--- config.mk ---
export PLATFORM = sky130hd
export DESIGN_NAME = aurora_chan_regs
export DESIGN_NICKNAME = d
export VERILOG_FILES = /design/src/rtl/aurora_chan_regs.sv
export SDC_FILE = /design/constraint.sdc
export NUM_CORES = 2
export LEC_CHECK = 0
export CAP_MARGIN = 10
export CELL_PAD_IN_SITES_DETAIL_PLACEMENT = 2
export CELL_PAD_IN_SITES_GLOBAL_PLACEMENT = 2
export CORE_UTILIZATION = 54
export CTS_BUF_LIST = sky130_fd_sc_hd__clkbuf_8 sky130_fd_sc_hd__clkbuf_16
export DETAILED_ROUTE_END_ITERATION = 8
export PLACE_DENSITY = 0.88
export SLEW_MARGIN = 20
export SYNTH_ARGS = -nofsm -noshare
export SYNTH_HDL_FRONTEND = slang
export SYNTH_SLANG_ARGS = --single-unit
export TNS_END_PERCENT = 1
--- constraint.sdc ---
create_clock -name ctrlport_clk -period 9.3 [get_ports ctrlport_clk]
set_input_delay 0.93 -clock ctrlport_clk [delete_from_list [all_inputs] [get_ports ctrlport_clk]]
set_output_delay 0.93 -clock ctrlport_clk [all_outputs]
set_load 0.01 [all_outputs]
--- src/rtl/aurora_chan_regs.sv ---
// Per-channel control/status register bank for the Aurora RFNoC block.
// Each channel owns a 2**CHAN_ADDR_W byte region starting at BASE_ADDR.
// The region holds TX start/stop strobes, the stop policy, a 64-bit
// start-timestamp FIFO that is popped by the TX datapath, and a
// saturating counter of pushes that were dropped because the FIFO was full.
module aurora_chan_regs #(
   parameter int unsigned NUM_CHAN      = 2,
   parameter int unsigned CHAN_ADDR_W   = 6,
   parameter int unsigned BASE_ADDR     = 64,
   parameter int unsigned TS_DEPTH_LOG2 = 5
) (
   input  logic                     ctrlport_clk,
   input  logic                     ctrlport_rst_n,
   input  logic                     s_ctrlport_req_wr,
   input  logic                     s_ctrlport_req_rd,
   input  logic [19:0]              s_ctrlport_req_addr,
   input  logic [31:0]              s_ctrlport_req_data,
   output logic                     s_ctrlport_resp_ack,
   output logic [31:0]              s_ctrlport_resp_data,
   output logic [NUM_CHAN-1:0]      tx_start,
   output logic [NUM_CHAN-1:0]      tx_stop,
   output logic [NUM_CHAN-1:0]      stop_policy,
   output logic [NUM_CHAN-1:0]      ts_valid,
   output logic [64*NUM_CHAN-1:0]   ts_data,
   input  logic [NUM_CHAN-1:0]      ts_ready
);

   localparam int unsigned L     = TS_DEPTH_LOG2;
   localparam int unsigned DEPTH = 1 << TS_DEPTH_LOG2;

   localparam logic [31:0] REGION_LO = 32'(BASE_ADDR);
   localparam logic [31:0] REGION_HI = 32'(BASE_ADDR + (NUM_CHAN << CHAN_ADDR_W));

   localparam logic [CHAN_ADDR_W-1:0] OFF_TX_CTRL = CHAN_ADDR_W'('h00);
   localparam logic [CHAN_ADDR_W-1:0] OFF_TS_LOW  = CHAN_ADDR_W'('h04);
   localparam logic [CHAN_ADDR_W-1:0] OFF_TS_HIGH = CHAN_ADDR_W'('h08);
   localparam logic [CHAN_ADDR_W-1:0] OFF_POLICY  = CHAN_ADDR_W'('h0C);
   localparam logic [CHAN_ADDR_W-1:0] OFF_Q_STS   = CHAN_ADDR_W'('h10);
   localparam logic [CHAN_ADDR_W-1:0] OFF_Q_CTRL  = CHAN_ADDR_W'('h14);
   localparam logic [CHAN_ADDR_W-1:0] OFF_OVF_CTR = CHAN_ADDR_W'('h18);

   localparam logic [15:0] DEPTH_FIELD = 16'(DEPTH);

   // Address decode shared by all channels
   logic [31:0]             addr_ext;
   logic [31:0]             rel_addr;
   logic [31:0]             chan_idx;
   logic                    in_range;
   logic [CHAN_ADDR_W-1:0]  off;

   assign addr_ext = {12'd0, s_ctrlport_req_addr};
   assign rel_addr = addr_ext - REGION_LO;
   assign chan_idx = rel_addr >> CHAN_ADDR_W;
   assign in_range = (addr_ext >= REGION_LO) && (addr_ext < REGION_HI);
   assign off      = s_ctrlport_req_addr[CHAN_ADDR_W-1:0];

   logic [32*NUM_CHAN-1:0]  chan_rdata;

   for (genvar n = 0; n < NUM_CHAN; n++) begin : g_chan
      logic              sel;
      logic              wr_sel;
      logic              push;
      logic              flush;
      logic              pop;
      logic              full;
      logic              empty;
      logic              push_acc;
      logic              ovf_inc;
      logic              ovf_clr;
      logic [L:0]        fill;
      logic [L:0]        wptr_q, wptr_d;
      logic [L:0]        rptr_q, rptr_d;
      logic [31:0]       shadow_q, shadow_d;
      logic [31:0]       ovf_q, ovf_d;
      logic              pol_q, pol_d;
      logic              start_q, start_d;
      logic              stop_q, stop_d;
      logic [63:0]       mem_q [DEPTH];
      logic [31:0]       rdata;

      assign sel    = in_range && (chan_idx == 32'(n));
      assign wr_sel = sel && s_ctrlport_req_wr;

      assign push    = wr_sel && (off == OFF_TS_HIGH);
      assign flush   = wr_sel && (off == OFF_Q_CTRL) && s_ctrlport_req_data[0];
      assign ovf_clr = wr_sel && (off == OFF_OVF_CTR);

      assign empty = (wptr_q == rptr_q);
      assign full  = (wptr_q[L] != rptr_q[L]) && (wptr_q[L-1:0] == rptr_q[L-1:0]);
      assign fill  = wptr_q - rptr_q;
      assign pop   = !empty && ts_ready[n];

      // A flush discards a coincident push outright, so it is neither stored nor counted
      assign push_acc = push && !flush && (!full || pop);
      assign ovf_inc  = push && !flush && full && !pop;

      // Next-state for queue pointers, shadow, counter, policy and strobes
      always_comb begin
         wptr_d   = wptr_q;
         rptr_d   = rptr_q;
         shadow_d = shadow_q;
         ovf_d    = ovf_q;
         pol_d    = pol_q;
         start_d  = 1'b0;
         stop_d   = 1'b0;

         if (pop)      rptr_d = rptr_q + 1'b1;
         if (push_acc) wptr_d = wptr_q + 1'b1;
         // Flush after any pop: the handshake completes, then the queue reads empty
         if (flush)    rptr_d = wptr_q;

         if (wr_sel && (off == OFF_TS_LOW)) shadow_d = s_ctrlport_req_data;
         if (wr_sel && (off == OFF_POLICY)) pol_d    = s_ctrlport_req_data[0];

         if (ovf_clr)                   ovf_d = '0;
         else if (ovf_inc && ovf_q != '1) ovf_d = ovf_q + 1'b1;

         if (wr_sel && (off == OFF_TX_CTRL)) begin
            stop_d  = s_ctrlport_req_data[1];
            start_d = s_ctrlport_req_data[0] && !s_ctrlport_req_data[1];
         end
      end

      // Channel state registers
      always_ff @(posedge ctrlport_clk or negedge ctrlport_rst_n) begin
         if (!ctrlport_rst_n) begin
            wptr_q   <= '0;
            rptr_q   <= '0;
            shadow_q <= '0;
            ovf_q    <= '0;
            pol_q    <= 1'b0;
            start_q  <= 1'b0;
            stop_q   <= 1'b0;
         end else begin
            wptr_q   <= wptr_d;
            rptr_q   <= rptr_d;
            shadow_q <= shadow_d;
            ovf_q    <= ovf_d;
            pol_q    <= pol_d;
            start_q  <= start_d;
            stop_q   <= stop_d;
         end
      end

      // Timestamp storage; contents only matter while the pointers say so
      always_ff @(posedge ctrlport_clk) begin
         if (push_acc) mem_q[wptr_q[L-1:0]] <= {s_ctrlport_req_data, shadow_q};
      end

      // Readable registers of this channel
      always_comb begin
         rdata = '0;
         if (sel) begin
            case (off)
               OFF_POLICY:  rdata = {31'd0, pol_q};
               OFF_Q_STS:   rdata = {DEPTH_FIELD, 16'(fill)};
               OFF_OVF_CTR: rdata = ovf_q;
               default:     rdata = '0;
            endcase
         end
      end

      assign chan_rdata[32*n +: 32] = rdata;
      assign tx_start[n]            = start_q;
      assign tx_stop[n]             = stop_q;
      assign stop_policy[n]         = pol_q;
      assign ts_valid[n]            = !empty;
      assign ts_data[64*n +: 64]    = empty ? 64'd0 : mem_q[rptr_q[L-1:0]];
   end

   logic        ack_q, ack_d;
   logic [31:0] resp_q, resp_d;

   // Merge channel read data; writes and unmapped reads return zero
   always_comb begin
      ack_d  = s_ctrlport_req_wr || s_ctrlport_req_rd;
      resp_d = '0;
      if (s_ctrlport_req_rd && !s_ctrlport_req_wr) begin
         for (int unsigned i = 0; i < NUM_CHAN; i++) begin
            resp_d = resp_d | chan_rdata[32*i +: 32];
         end
      end
   end

   // Response registers: every request is acknowledged one cycle later
   always_ff @(posedge ctrlport_clk or negedge ctrlport_rst_n) begin
      if (!ctrlport_rst_n) begin
         ack_q  <= 1'b0;
         resp_q <= '0;
      end else begin
         ack_q  <= ack_d;
         resp_q <= resp_d;
      end
   end

   assign s_ctrlport_resp_ack  = ack_q;
   assign s_ctrlport_resp_data = resp_q;

endmodule

==> flow_summary.json, run 1 <==
{
  "status": "did not finish",
  "stop_stage": "detailed placement",
  "error": "[ERROR DPL-0033] detailed placement checks failed during check placement.",
  "syn_area_per_cell_um2": 21.61,
  "portBuffers": 226,
  "hpwl_um": 400700,
  "seq_area_frac_synth": 0.7754,
  "synth_flop_cell": "edfxtp_1",
  "num_rows": 202,
  "die_h_um": 554.4,
  "die_w_um": 554.4,
  "ys_warn_count": 0,
  "ioPinCount": 227,
  "syn_area_um2": 164800,
  "initial_utilization": 0.5433,
  "async_flop_share": 0.04455,
  "yosys.area.top_type": "edfxtp_1",
  "synthTopCellsByArea": "edfxtp_1, mux4_2, dfrtp_1, nand2_1, a21oi_1",
  "synthCells": 7627,
  "ys_types": 58,
  "gp_congestion": 0.8221,
  "synth_edf_count": 4096,
  "synth.top_cell.area_share": 0.7464,
  "synth_nets": 7709,
  "ys_ff_latch": 4287
}
per-stage QoR:
step	setup WS, ns	std cells	cell area [um2]	hold WS [ns]
3_3_place_gp	2.732	11596	172700	0.4924
2_1_floorplan	3.173	7627	164800	0.4746
synth_stat cells (6+ instances only):
cell type and n:
a21oi_1 277, xnor2_1 60, buf_2 6, a22oi_1 31, or3_1 9, clkbuf_1 280
nand3_1 39, buf_1 130, a22o_1 64, nand3b_1 8, ha_1 22, and3_1 16
dfrtp_1 191, inv_1 23, xor2_1 18, nand4_1 33, and4_1 9, mux2i_1 8
mux2_2 65, o21ai_0 14, or4_1 12, nand2b_1 6, mux4_2 1152, buf_4 6
edfxtp_1 4096, o22ai_1 70, nand2_1 701, nor2_1 175, nor4_1 22, nor3_1 23
and2_1 6
cells by family after synthesis:
group           share of synthesized area
fa+ha+maj                        0.001913
simple gates                      0.02835
compound gates                    0.01730
flops                              0.7754
mux                                0.1625
xor+xnor                         0.004146
buf+inv                           0.01034
==> run 2, diff against run 1 <==
==> config.mk (replaced) <==
export PLATFORM = sky130hd
export DESIGN_NAME = aurora_chan_regs
export DESIGN_NICKNAME = d
export VERILOG_FILES = /design/src/rtl/aurora_chan_regs.sv
export SDC_FILE = /design/constraint.sdc
export NUM_CORES = 2
export LEC_CHECK = 0
export CAP_MARGIN = 10
export CORE_UTILIZATION = 40
export DETAILED_ROUTE_END_ITERATION = 8
export PLACE_DENSITY_LB_ADDON = 0.15
export SLEW_MARGIN = 20
export SYNTH_ARGS = -nofsm -noshare
export SYNTH_HDL_FRONTEND = slang
export SYNTH_SLANG_ARGS = --single-unit
export TNS_END_PERCENT = 1
==> run 2 against run 1 <==
  * Area after synthesis did not move
  * Synthesized cell count did not move
  * The flow now finishes without violations
==> flow_summary.json, run 2 <==
{
  "clock-sinks": 4287,
  "layout-drive-gt1-share": 0.2637,
  "cts_tree": "yes",
  "antenna_found_initial": 27,
  "max_freq_mhz": 149.0,
  "clock_skew_ns": 0.06726,
  "worstSetupStartpointType": "flip-flop",
  "fin_cells": 13959,
  "setup_ws_ns": 2.589,
  "clockRootBuffer": "clkbuf_16",
  "hpwl_um": 247000,
  "post-cts-setup-buffers": 0,
  "worst-setup-path-type": "flip-flop to output port",
  "die_w_um": 643.8,
  "synth_flop_cell": "edfxtp_1",
  "clk_pin_slew_ns": 0.06,
  "path_max_fanout": 52,
  "grt_use_met3": 0.02597,
  "grtUsageTotal": 0.2145,
  "cellLeakagePower_uw": 0.06500,
  "grt_pass1_vias": 83216,
  "seq_area_frac_synth": 0.7754,
  "total_power_uw": 50100,
  "drc": 0,
  "drt-total-wl_um": 447400,
  "nets": 8196,
  "async_flop_share": 0.04455,
  "grt-ovfl-total": 0,
  "ys_warn_count": 0,
  "mostFrequentLayoutCells": "edfxtp_1, mux4_2, nand2_1, clkbuf_16, a21oi_1",
  "critPathCaptureType": "output port",
  "ys_types": 58,
  "largest_reg_flops": 4096,
  "slew-limit-headroom": 0.2344,
  "syn_area_per_cell_um2": 21.61,
  "gp_congestion": 0.7978,
  "period_share": 0.7216,
  "wl_per_cell_um": 32.05,
  "use_met2": 0.3687,
  "p_per_area_nw_per_um2": 264.4,
  "synth_nets": 7709,
  "ioPinCount": 227,
  "portBuffers": 226,
  "syn_to_final_growth_pct": 14.98,
  "cp.required_ns": 8.37,
  "ys_ff_latch": 4287,
  "top_usage_layer": "met2",
  "final_common_cell": "edfxtp_1",
  "drv_slew": 0,
  "clk_latency_ns": 0.99,
  "drt_iter0_drc": 8191,
  "fin_tns_setup_ns": 0,
  "die_h_um": 643.8,
  "postRouteAntennaNets": 0,
  "synthTopCellsByArea": "edfxtp_1, mux4_2, dfrtp_1, nand2_1, a21oi_1",
  "vdd_ir_drop_max_mv": 0.2328,
  "drtPass1Iterations": 6,
  "synth_common_cells": "edfxtp_1, mux4_2, nand2_1",
  "grt_setup_unrepaired": "false",
  "yosys.area.top_type": "edfxtp_1",
  "cap_violations": 0,
  "post-place-ws_ns": 2.947,
  "htreeDepth": 5,
  "fin_crit_ns": 6.711,
  "via_per_inst": 5.681,
  "cts_buffers": 447,
  "grt_start_max_net_pins": 143,
  "gr-usage-met1": 0.2903,
  "synth_edf_count": 4096,
  "r2r_slack_ns": 3.63,
  "core_um2": 409900,
  "tightest_slew_ns": 1.148,
  "worstHoldPathType": "input port to flip-flop",
  "status": "completed",
  "clock_path_buffers": 4,
  "initial_utilization": 0.4020,
  "grt_pass1_wl_um": 635500,
  "whs_ns": 0.2428,
  "critPathArrivalTime_ns": 5.78,
  "hold_viol": 0,
  "finalSetupViolCount": 0,
  "placed_cells": 13111,
  "synth.most_common_cell": "edfxtp_1",
  "synth.top_cell.area_share": 0.7464,
  "vias": 79305,
  "dieArea_um2": 414500,
  "synthCells": 7627,
  "syn_area_um2": 164800,
  "num_rows": 235
}
run 2: cell counts after synthesis:
No cell type changed its count.
run 2: per-stage QoR:
stage            util  cell area, um2
5_1_grt        0.4621          189400
6_report       0.4622          189500
2_1_floorplan       -          164800
3_5_place_dp   0.4268          174900
3_3_place_gp   0.4267          174900
4_1_cts        0.4619          189300
run 2: cell type report:
type / count / area, um2
sequential: 4287 / 127800
fill: 34172 / 220400
inverter: 24 / 110.1
tap: 5451 / 6820
antenna: 16 / 40.04
timing repair buffer: 460 / 4439
multi-input combinational: 2894 / 35840
clock inverter: 269 / 2604
clock buffer: 558 / 11770
run 2: critical path, stage by stage (launching register included):
cell and delay (ns):
dfrtp_4 0.66, buf_4 0.69, buf_4 0.76, mux4_2 0.35, nand2_1 0.06, a21oi_1 0.40, a21oi_1 0.12, o22ai_1 0.82
clkdlybuf4s50_1 0.69
run 2: what timing repair did:
item,CTS,global route
hold buffers,1,0
endpoints found under the hold margin,37,0
gates resized for setup,0,0
run 2: final timing paths:
path | startpoint | to | depth (start not counted)
max | g_chan[0].rptr_q[2] | ts_data[44] | 8
min | s_ctrlport_req_data[16] | g_chan[0].shadow_q[16] | 2
max reg2reg | g_chan[0].rptr_q[1] | g_chan[0].mem_q[27][3] | 8
min reg2reg | g_chan[0].shadow_q[4] | g_chan[0].mem_q[0][4] | 0
max in group asynchronous | ctrlport_rst_n | g_chan[0].rptr_q[3] | 3
min in group asynchronous | ctrlport_rst_n | s_ctrlport_resp_data[29] | 2
run 2: cells by family after synthesis:
group / Yosys count / synth area share
and+or+nand+nor: 1089 / 0.02835
DFF: 4287 / 0.7754
adders and majority gates: 24 / 0.001913
AOI/OAI and AO/OA: 476 / 0.01730
buffers and inverters: 446 / 0.01034
xor gates and xnor gates: 78 / 0.004146
muxes: 1227 / 0.1625
run 2: power by group:
part,internal [uW],switching (uW)
Sequential,21000,265
Clock,10000,7550
Combinational,4600,6630
run 2: routing by layer:
| layer | routed length [um] | part of all wire |
|---|---|---|
| met1 | 185000 | 0.41 |
| met2 | 227400 | 0.51 |
| met3 | 22890 | 0.051 |
| met4 | 12100 | 0.027 |
| met5 | 13 | 0.000029 |
(Power assumes the default switching activity.)
